`config.mk`:
```
export PLATFORM = sky130hd
export DESIGN_NAME = rf_access_ctrl_flat
export DESIGN_NICKNAME = d
export VERILOG_FILES = /design/src/rtl/rf_ctrl_pkg.sv /design/src/rtl/rf_access_ctrl_if.sv /design/src/rtl/rf_lowest_set_enc.sv /design/src/rtl/rf_access_ctrl.sv /design/src/flat_wrapper.sv
export SDC_FILE = /design/constraint.sdc
export NUM_CORES = 1
export LEC_CHECK = 0
export ABC_AREA = 1
export CORE_MARGIN = 5
export CORE_UTILIZATION = 45
export DETAILED_ROUTE_END_ITERATION = 8
export PLACE_DENSITY = 0.79
export SLEW_MARGIN = 20
export SYNTH_ARGS = -nofsm -noshare
export SYNTH_HDL_FRONTEND = slang
export SYNTH_SLANG_ARGS = --single-unit
```
`constraint.sdc`:
```
create_clock -name clk -period 2.08 [get_ports clk]
set_input_delay 0.312 -clock clk [delete_from_list [all_inputs] [get_ports clk]]
set_output_delay 0.312 -clock clk [all_outputs]
set_load 0.01 [all_outputs]
```
`src/rtl/rf_ctrl_pkg.sv`:
```
`default_nettype none
// ============================================================================
//  Package     : rf_ctrl_pkg
//  Description : Shared sizes, FSM state encoding and helpers for the
//                register-file access controller.
//  Revision    : 1.0  initial release
// ============================================================================
package rf_ctrl_pkg;

   localparam int NREG = 16;
   localparam int SELW = 4;

   typedef enum logic [1:0] {
      ST_IDLE = 2'd0,
      ST_BT   = 2'd1,
      ST_CLR  = 2'd2
   } state_t;

   // Number of set bits in a register list; loaded into the remaining-count
   function automatic logic [SELW:0] popcount(input logic [NREG-1:0] v);
      logic [SELW:0] n;
      n = '0;
      for (int i = 0; i < NREG; i++) begin
         n = n + {{SELW{1'b0}}, v[i]};
      end
      return n;
   endfunction

endpackage
`default_nettype wire

```
`src/rtl/rf_access_ctrl_if.sv`:
```
`default_nettype none
// ============================================================================
//  Interface   : rf_access_ctrl_if
//  Description : Decode / block-transfer / register-file signal bundle for
//                rf_access_ctrl. master = requester side, slave = controller.
//  Revision    : 1.0  initial release
// ============================================================================
interface rf_access_ctrl_if;
   import rf_ctrl_pkg::*;

   // decode single access
   logic            ins_req;
   logic [SELW-1:0] ins_ra;
   logic [SELW-1:0] ins_rb;
   logic [SELW-1:0] ins_rc;
   logic            ins_we;
   logic            ins_gnt;
   // block-transfer sequencer
   logic            bt_start;
   logic            bt_load;
   logic [NREG-1:0] bt_list;
   logic            bt_xfer;
   logic [SELW-1:0] bt_idx;
   logic [SELW:0]   bt_cnt;
   logic            bt_busy;
   logic            bt_done;
   // register-file side
   logic [SELW-1:0] rf_ra;
   logic [SELW-1:0] rf_rb;
   logic [SELW-1:0] rf_rc;
   logic [SELW-1:0] rf_rd;
   logic            rf_we;
   logic            rf_clr;
   // clear sequence
   logic            clr_req;
   logic            clr_done;

   modport master (
      output ins_req, ins_ra, ins_rb, ins_rc, ins_we,
      output bt_start, bt_load, bt_list, bt_xfer, clr_req,
      input  ins_gnt, bt_idx, bt_cnt, bt_busy, bt_done,
      input  rf_ra, rf_rb, rf_rc, rf_rd, rf_we, rf_clr, clr_done
   );

   modport slave (
      input  ins_req, ins_ra, ins_rb, ins_rc, ins_we,
      input  bt_start, bt_load, bt_list, bt_xfer, clr_req,
      output ins_gnt, bt_idx, bt_cnt, bt_busy, bt_done,
      output rf_ra, rf_rb, rf_rc, rf_rd, rf_we, rf_clr, clr_done
   );

endinterface
`default_nettype wire

```
`src/rtl/rf_lowest_set_enc.sv`:
```
`default_nettype none
// ============================================================================
//  Module      : rf_lowest_set_enc
//  Description : Combinational priority encoder, lowest set bit of a register
//                list -> index, plus a non-empty flag.
//  Revision    : 1.0  initial release
// ============================================================================
module rf_lowest_set_enc
   import rf_ctrl_pkg::*;
(
   input  logic [NREG-1:0] i_list,
   output logic [SELW-1:0] o_idx,
   output logic            o_valid
);

   // Scan from the top down so the lowest set bit is the last one written
   always_comb begin
      o_idx   = '0;
      o_valid = 1'b0;
      for (int i = NREG - 1; i >= 0; i--) begin
         if (i_list[i]) begin
            o_idx   = SELW'(i);
            o_valid = 1'b1;
         end
      end
   end

endmodule
`default_nettype wire

```
`src/rtl/rf_access_ctrl.sv`:
```
`default_nettype none
// ============================================================================
//  Module      : rf_access_ctrl
//  Description : Register-file access controller. Arbitrates the 16x32 file
//                between single decode accesses and an LDM/STM block-transfer
//                sequencer walking a register list in ascending order.
//                Optional clear sequence enabled by macro RF_CLEAR_SEQ_EN.
//  Revision    : 1.0  initial release
// ============================================================================
module rf_access_ctrl
   import rf_ctrl_pkg::*;
(
   input  logic             clk,
   input  logic             rst_n,
   rf_access_ctrl_if.slave  bus
);

   state_t          r_state,  w_state_nxt;
   logic [NREG-1:0] r_pend,   w_pend_nxt;
   logic [SELW:0]   r_cnt,    w_cnt_nxt;
   logic [SELW-1:0] r_idx,    w_idx_nxt;
   logic [SELW-1:0] r_ra,     w_ra_nxt;
   logic [SELW-1:0] r_rb,     w_rb_nxt;
   logic [SELW-1:0] r_rc,     w_rc_nxt;
   logic            r_load,   w_load_nxt;
   logic            r_we,     w_we_nxt;
   logic            r_gnt,    w_gnt_nxt;
   logic            r_done,   w_done_nxt;

   logic [SELW-1:0] w_list_idx;
   logic            w_list_vld;
   logic [NREG-1:0] w_pend_clr;
   logic [SELW-1:0] w_rem_idx;
   logic            w_rem_vld;

`ifdef RF_CLEAR_SEQ_EN
   logic [SELW-1:0] r_rd,       w_rd_nxt;
   logic            r_clr,      w_clr_nxt;
   logic            r_clr_done, w_clr_done_nxt;
   localparam logic [SELW-1:0] c_last_rd = SELW'(NREG - 1);
`else
   logic            w_unused_clr_req;
   assign w_unused_clr_req = bus.clr_req;
`endif

   // First register of a newly started list
   rf_lowest_set_enc u_enc_list (
      .i_list  (bus.bt_list),
      .o_idx   (w_list_idx),
      .o_valid (w_list_vld)
   );

   // Pending list with the current register retired; empty means last transfer
   assign w_pend_clr = r_pend & ~(NREG'(1) << r_idx);

   rf_lowest_set_enc u_enc_pend (
      .i_list  (w_pend_clr),
      .o_idx   (w_rem_idx),
      .o_valid (w_rem_vld)
   );

   // Next-state and next register values; everything holds unless changed
   always_comb begin
      w_state_nxt = r_state;
      w_pend_nxt  = r_pend;
      w_cnt_nxt   = r_cnt;
      w_idx_nxt   = r_idx;
      w_ra_nxt    = r_ra;
      w_rb_nxt    = r_rb;
      w_rc_nxt    = r_rc;
      w_load_nxt  = r_load;
      w_we_nxt    = 1'b0;
      w_gnt_nxt   = 1'b0;
      w_done_nxt  = 1'b0;
`ifdef RF_CLEAR_SEQ_EN
      w_rd_nxt       = r_rd;
      w_clr_nxt      = 1'b0;
      w_clr_done_nxt = 1'b0;
`endif
      case (r_state)
         ST_IDLE: begin
            if (bus.bt_start) begin
               if (w_list_vld) begin
                  w_state_nxt = ST_BT;
                  w_pend_nxt  = bus.bt_list;
                  w_cnt_nxt   = popcount(bus.bt_list);
                  w_idx_nxt   = w_list_idx;
                  w_load_nxt  = bus.bt_load;
                  if (bus.bt_load) begin
                     w_rc_nxt = w_list_idx;
                  end else begin
                     w_ra_nxt = w_list_idx;
                  end
               end else begin
                  // empty list completes immediately without going busy
                  w_done_nxt = 1'b1;
               end
            end
`ifdef RF_CLEAR_SEQ_EN
            else if (bus.clr_req) begin
               w_state_nxt = ST_CLR;
               w_clr_nxt   = 1'b1;
               w_rd_nxt    = '0;
            end
`endif
            else if (bus.ins_req) begin
               w_gnt_nxt = 1'b1;
               w_ra_nxt  = bus.ins_ra;
               w_rb_nxt  = bus.ins_rb;
               w_rc_nxt  = bus.ins_rc;
               w_we_nxt  = bus.ins_we;
            end
         end
         ST_BT: begin
            if (bus.bt_xfer) begin
               w_pend_nxt = w_pend_clr;
               w_cnt_nxt  = r_cnt - (SELW + 1)'(1);
               if (w_rem_vld) begin
                  w_idx_nxt = w_rem_idx;
                  if (r_load) begin
                     w_rc_nxt = w_rem_idx;
                  end else begin
                     w_ra_nxt = w_rem_idx;
                  end
               end else begin
                  w_state_nxt = ST_IDLE;
                  w_done_nxt  = 1'b1;
               end
            end
         end
`ifdef RF_CLEAR_SEQ_EN
         ST_CLR: begin
            if (r_rd == c_last_rd) begin
               w_state_nxt    = ST_IDLE;
               w_clr_done_nxt = 1'b1;
            end else begin
               w_clr_nxt = 1'b1;
               w_rd_nxt  = r_rd + SELW'(1);
            end
         end
`endif
         default: begin
            w_state_nxt = ST_IDLE;
         end
      endcase
   end

   // State and datapath registers
   always_ff @(posedge clk or negedge rst_n) begin
      if (!rst_n) begin
         r_state <= ST_IDLE;
         r_pend  <= '0;
         r_cnt   <= '0;
         r_idx   <= '0;
         r_ra    <= '0;
         r_rb    <= '0;
         r_rc    <= '0;
         r_load  <= 1'b0;
         r_we    <= 1'b0;
         r_gnt   <= 1'b0;
         r_done  <= 1'b0;
      end else begin
         r_state <= w_state_nxt;
         r_pend  <= w_pend_nxt;
         r_cnt   <= w_cnt_nxt;
         r_idx   <= w_idx_nxt;
         r_ra    <= w_ra_nxt;
         r_rb    <= w_rb_nxt;
         r_rc    <= w_rc_nxt;
         r_load  <= w_load_nxt;
         r_we    <= w_we_nxt;
         r_gnt   <= w_gnt_nxt;
         r_done  <= w_done_nxt;
      end
   end

`ifdef RF_CLEAR_SEQ_EN
   // Clear-sequence registers
   always_ff @(posedge clk or negedge rst_n) begin
      if (!rst_n) begin
         r_rd       <= '0;
         r_clr      <= 1'b0;
         r_clr_done <= 1'b0;
      end else begin
         r_rd       <= w_rd_nxt;
         r_clr      <= w_clr_nxt;
         r_clr_done <= w_clr_done_nxt;
      end
   end

   assign bus.rf_rd    = r_rd;
   assign bus.rf_clr   = r_clr;
   assign bus.clr_done = r_clr_done;
`else
   assign bus.rf_rd    = '0;
   assign bus.rf_clr   = 1'b0;
   assign bus.clr_done = 1'b0;
`endif

   assign bus.ins_gnt = r_gnt;
   assign bus.bt_idx  = r_idx;
   assign bus.bt_cnt  = r_cnt;
   assign bus.bt_busy = (r_state == ST_BT);
   assign bus.bt_done = r_done;
   assign bus.rf_ra   = r_ra;
   assign bus.rf_rb   = r_rb;
   assign bus.rf_rc   = r_rc;
   // Load writes follow the transfer strobe in the same cycle as the data
   assign bus.rf_we   = r_we | ((r_state == ST_BT) & r_load & bus.bt_xfer);

endmodule
`default_nettype wire
```
`src/flat_wrapper.sv`:
```
// flat-port wrapper written by rule: the top's interface ports become plain ports
module rf_access_ctrl_flat import rf_ctrl_pkg::*;
  (clk, rst_n, bus_ins_req, bus_ins_ra, bus_ins_rb, bus_ins_rc, bus_ins_we, bus_bt_start, bus_bt_load, bus_bt_list, bus_bt_xfer, bus_clr_req, bus_ins_gnt, bus_bt_idx, bus_bt_cnt, bus_bt_busy, bus_bt_done, bus_rf_ra, bus_rf_rb, bus_rf_rc, bus_rf_rd, bus_rf_we, bus_rf_clr, bus_clr_done);
  rf_access_ctrl_if bus_i ();
  input  logic clk;
  input  logic rst_n;
  input wire logic [$bits(bus_i.ins_req)-1:0] bus_ins_req;
  input wire logic [$bits(bus_i.ins_ra)-1:0] bus_ins_ra;
  input wire logic [$bits(bus_i.ins_rb)-1:0] bus_ins_rb;
  input wire logic [$bits(bus_i.ins_rc)-1:0] bus_ins_rc;
  input wire logic [$bits(bus_i.ins_we)-1:0] bus_ins_we;
  input wire logic [$bits(bus_i.bt_start)-1:0] bus_bt_start;
  input wire logic [$bits(bus_i.bt_load)-1:0] bus_bt_load;
  input wire logic [$bits(bus_i.bt_list)-1:0] bus_bt_list;
  input wire logic [$bits(bus_i.bt_xfer)-1:0] bus_bt_xfer;
  input wire logic [$bits(bus_i.clr_req)-1:0] bus_clr_req;
  output wire logic [$bits(bus_i.ins_gnt)-1:0] bus_ins_gnt;
  output wire logic [$bits(bus_i.bt_idx)-1:0] bus_bt_idx;
  output wire logic [$bits(bus_i.bt_cnt)-1:0] bus_bt_cnt;
  output wire logic [$bits(bus_i.bt_busy)-1:0] bus_bt_busy;
  output wire logic [$bits(bus_i.bt_done)-1:0] bus_bt_done;
  output wire logic [$bits(bus_i.rf_ra)-1:0] bus_rf_ra;
  output wire logic [$bits(bus_i.rf_rb)-1:0] bus_rf_rb;
  output wire logic [$bits(bus_i.rf_rc)-1:0] bus_rf_rc;
  output wire logic [$bits(bus_i.rf_rd)-1:0] bus_rf_rd;
  output wire logic [$bits(bus_i.rf_we)-1:0] bus_rf_we;
  output wire logic [$bits(bus_i.rf_clr)-1:0] bus_rf_clr;
  output wire logic [$bits(bus_i.clr_done)-1:0] bus_clr_done;
  assign bus_i.ins_req = bus_ins_req;
  assign bus_i.ins_ra = bus_ins_ra;
  assign bus_i.ins_rb = bus_ins_rb;
  assign bus_i.ins_rc = bus_ins_rc;
  assign bus_i.ins_we = bus_ins_we;
  assign bus_i.bt_start = bus_bt_start;
  assign bus_i.bt_load = bus_bt_load;
  assign bus_i.bt_list = bus_bt_list;
  assign bus_i.bt_xfer = bus_bt_xfer;
  assign bus_i.clr_req = bus_clr_req;
  assign bus_ins_gnt = bus_i.ins_gnt;
  assign bus_bt_idx = bus_i.bt_idx;
  assign bus_bt_cnt = bus_i.bt_cnt;
  assign bus_bt_busy = bus_i.bt_busy;
  assign bus_bt_done = bus_i.bt_done;
  assign bus_rf_ra = bus_i.rf_ra;
  assign bus_rf_rb = bus_i.rf_rb;
  assign bus_rf_rc = bus_i.rf_rc;
  assign bus_rf_rd = bus_i.rf_rd;
  assign bus_rf_we = bus_i.rf_we;
  assign bus_rf_clr = bus_i.rf_clr;
  assign bus_clr_done = bus_i.clr_done;
  rf_access_ctrl u_core (.clk(clk), .rst_n(rst_n), .bus(bus_i));
endmodule
```
==> summary.txt, run 1 <==
Run status
  – Run status: finished, violations left
  – Failing checks: negative setup slack

Layout
  – Inserted Diodes: 0
  – Layout cells sized above 1: 30.0%
  – Fill cells: 453
  – Final Core Density: 70.7%
  – Area Overhead vs Synth: 53.7%
  – Post-Layout Cell Count: 597
  – Fin nets: roughly 570

Worst setup path
  – Crit-path leading delay family: adder cells
  – CP bufs+invs: 3
  – Max FO, Critical Path: 2
  – Startpoint types: primary input
  – Setup crit end kind: register
  – CP Class: primary input to register
  – Data required time of the critical path: around 2.3 ns
  – CP max stage cell: fa_1
  – Critical Path AT: 3.86 ns
  – Worst path cell trace: buf_8, ha_4, inv_2, fa_1, fa_1, fa_1, fa_1, inv_2, fa_2, fa_2, xnor2_2, nand2_1, a32o_1
  – Slowest stage delay, CP: around 0.52 ns
  – Most used cell along the critical path: fa_1

STA
  – # setup viols final: 7
  – Final hold violations: 0
  – RSZ-0062 raised after global routing: true
  – Min Tclk post-route: 3.65 ns
  – Period utilization: 176%
  – Setup WS post-layout: -1.57 ns
  – Max_slew headroom: around 62%
  – Skew final: between 0.005 and 0.006 ns
  – Hold_ws: approximately 0.052 ns
  – Pins over their slew limit: 0
  – Slew @ Worst Pin: ~0.57 ns
  – FMAX: roughly 0.27 GHz

Global routing
  – Grt total ovfl: 0
  – Largest net degree at the start of global routing: 43
  – First-pass GRT wire length: around 14,000 um
  – Vias in the first global route: 2,994
  – GRT Resource Usage Total: about a fifth
  – Initial antenna violation count: 0

Placed design
  – Placer Congestion: between 0.8 and 0.9
  – Buffers on Ports: 59
  – Post-Place Cells: 572
  – DP HPWL: about 6400 um

Clocking
  – TritonCTS Buffers: 5
  – Worst-skew pair later-pin latency: a little over 0.3 ns
  – Clock slew at reported path FFs: 0.09 ns
  – Clk buf depth: 2
  – CTS tree: yes
  – CTS H-tree depth: 2
  – Clock Sinks: 42
  – CTS root buffer: clkbuf_8

Floorplanning
  – Horiz. Die Dim: a little over 90 um
  – Starting Density: between 40% and 50%
  – Core area: approximately 6300 sq um
  – Rows: 29
  – I/O pin cnt: 67
  – Die area: roughly 8000 sq um
  – Chip height: between 90 and 100 um

Power and ir drop
  – Internal power: 3090 uW
  – Worst VDD drop: approximately 0.77 mV
  – Lkg Pwr: roughly 0.0021 uW
  – Sw Pwr: roughly 2500 uW
  – PD cells: roughly 1200 nW/um^2
  – Combinational share of power: 62.3%
  – Flop pwr share: between 20% and 30%
  – Sw Share: between 40% and 50%
  – Clock network power share: 10.3%

Synth
  – Synth area leader: dfrtp_1
  – Register bit total from synthesis: 42
  – Most frequent cell after synthesis: nand2_1
  – Top FF cell, synth: dfrtp_1
  – Mapped Avg Cell Area: roughly 7.4 sq um
  – Post-Synthesis Cells: just under 400
  – Cell Area, Synth: between 2000 and 3000 sq um
  – Post-synth EDFFs: 0
  – Synth Warn #: 0
  – Synth top area share: between 30% and 40%
  – Post-synthesis sequential area ratio: 36.0%
  – Largest cells by area after synthesis: dfrtp_1 36%, nand2_1 14%, o21ai_0 7.2%
  – Cell variety after synth: 42
  – Synth cell count leaders: 106 x nand2_1, 48 x inv_1, 42 x dfrtp_1, 42 x o21ai_0, 20 x nor2_1
  – Async SR Flop Fraction: 100%

Hold path
  – Hold Crit Class: primary input to async pin

Flow run
  – Max_cap viols: 0

Drt
  – Total Wirelength: approximately 9300 um
  – Total number of vias: roughly 3,200
  – Post-DRT Antenna Nets: 0
  – Initial DRT Pass Iterations: 5
  – Via-to-Cell Ratio: 5.43
  – DR WL/cell: approximately 16 um
  – Drc violations: 0
  – Initial drt markers: about 260
==> metal layers <==
metal	GRT usage (%)	up-vias	wire length, um
li1	-	1527	-
met1	25.0	1555	3810
met2	35.2	133	4780
met3	3.33	27	524
met4	6.58	0	227
met5	0	-	0
==> path summary, 6_finish.rpt <==
kind                                       from  depth (start not counted)  slack (ns)                    to
hold / removal                            rst_n                          2        0.05  u_core.bus.bt_cnt[4]
min in group clk                 bus_bt_list[1]                          4        0.40      u_core.r_pend[1]
setup reg to reg           u_core.bus.bt_idx[2]                         13       -0.05   u_core.bus.rf_rc[0]
hold reg to reg             u_core.bus.rf_rb[2]                          2        0.48   u_core.bus.rf_rb[2]
setup / recovery                 bus_bt_list[0]                         13       -1.57  u_core.bus.bt_cnt[2]
max in group asynchronous                 rst_n                          2        1.59  u_core.bus.bt_idx[1]
==> logic make-up (layout without fill, tap and decap cells) <==
| logic type | after synthesis | in the layout | share of synthesized area, % |
|---|---|---|---|
| AO/OA/AOI/OAI | 91 | 91 | 17.9 |
| XOR/XNOR | 1 | 1 | 0.300 |
| adder cells (fa/ha/maj) | 16 | 16 | 9.42 |
| buffers and inverters | 75 | 194 | 10.8 |
| flip-flops | 42 | 42 | 36.0 |
| other | 1 | 6 | 0.128 |
| AND/OR/NAND/NOR | 170 | 170 | 25.5 |
==> sequential cells by signal, summed over array words and instances (netlist names) <==
signal / flops
u_core.bus.bt_cnt: 5
u_core.bus.bt_done: 1
u_core.bus.bt_idx: 4
u_core.bus.ins_gnt: 1
u_core.bus.rf_ra: 4
u_core.bus.rf_rb: 4
u_core.bus.rf_rc: 4
u_core.r_load: 1
u_core.r_pend: 16
u_core.r_state: 1
u_core.r_we: 1
==> layout make-up <==
type / count / area (sq um) / area share [%]
multi-input cells: 284 / 1840 / 41.0
repair buffers: 129 / 1180 / 26.2
flip-flops and latches: 42 / 1060 / 23.5
inverters: 57 / 229 / 5.10
well taps: 77 / 96.3 / 2.14
clock buffers: 5 / 68.8 / 1.53
clock inverters: 3 / 23.8 / 0.529
==> power by group through the flow <==
stage          sequential (uW)  clock (uW)  combinational [uW]
5_1_grt                   1580         612                3800
4_1_cts                   1450         580                2840
6_report                  1520         575                3470
3_3_place_gp              1450           0                2690
2_1_floorplan             1460           0                1590
3_5_place_dp              1460           0                2770
==> layout by cell type, fill, tap and decap left out, types with 7 or more instances in the layout <==
| master | synthesis | layout |
|---|---|---|
| nand2_2 | 4 | 11 |
| buf_4 | 9 | 62 |
| o21ai_1 | 11 | 7 |
| nand2_1 | 106 | 98 |
| fa_1 | 10 | 8 |
| o21ai_0 | 42 | 34 |
| clkdlybuf4s50_1 | 0 | 49 |
| o21ai_2 | 0 | 10 |
| inv_2 | 8 | 9 |
| nand3_1 | 19 | 14 |
| nor2_1 | 20 | 19 |
| a21oi_1 | 14 | 7 |
| inv_1 | 48 | 41 |
| dfrtp_1 | 42 | 38 |
==> per-stage QoR <==
stage | TNS (ns) | setup WS (ns) | instance area [sq um] | power, uW
floorplan | -7.27 | -1.64 | 2970 | 3050
global placement | -15.69 | -2.20 | 3970 | 4130
detailed placement | -16.55 | -2.28 | 3970 | 4230
CTS | -8.15 | -1.80 | 4100 | 4870
global route | -8.29 | -1.66 | 4490 | 5980
finish | -7.05 | -1.57 | 4490 | 5570
==> worst reg2reg max path, stage by stage (launching register included) <==
cell and delay [ns]:
dfrtp_2 0.50, inv_4 0.13, nand3_4 0.10, o21ai_4 0.20, nand2_2 0.10, nor3_4 0.20, nand2_2 0.11, nor2_4 0.16
a31oi_4 0.06, nand2_2 0.11, inv_2 0.07, or2_0 0.20, clkinv_1 0.05, a21oi_1 0.03
==> what timing repair did <==
item	in CTS	in global routing
hold buffers	0	0
endpoints found under the setup margin	10	33
pin swaps	12	33
resized for setup	26	70
setup buffers	3	13
gates cloned	0	1
No activity file was read; power rests on OpenSTA's default activity.
==> run 2: changes to the inputs <==
ABC_CLOCK_PERIOD_IN_PS = 2080   (was not set)
==> results of run 2 <==
Same layout as run 1: the final DEF is identical, and so are final timing and power.
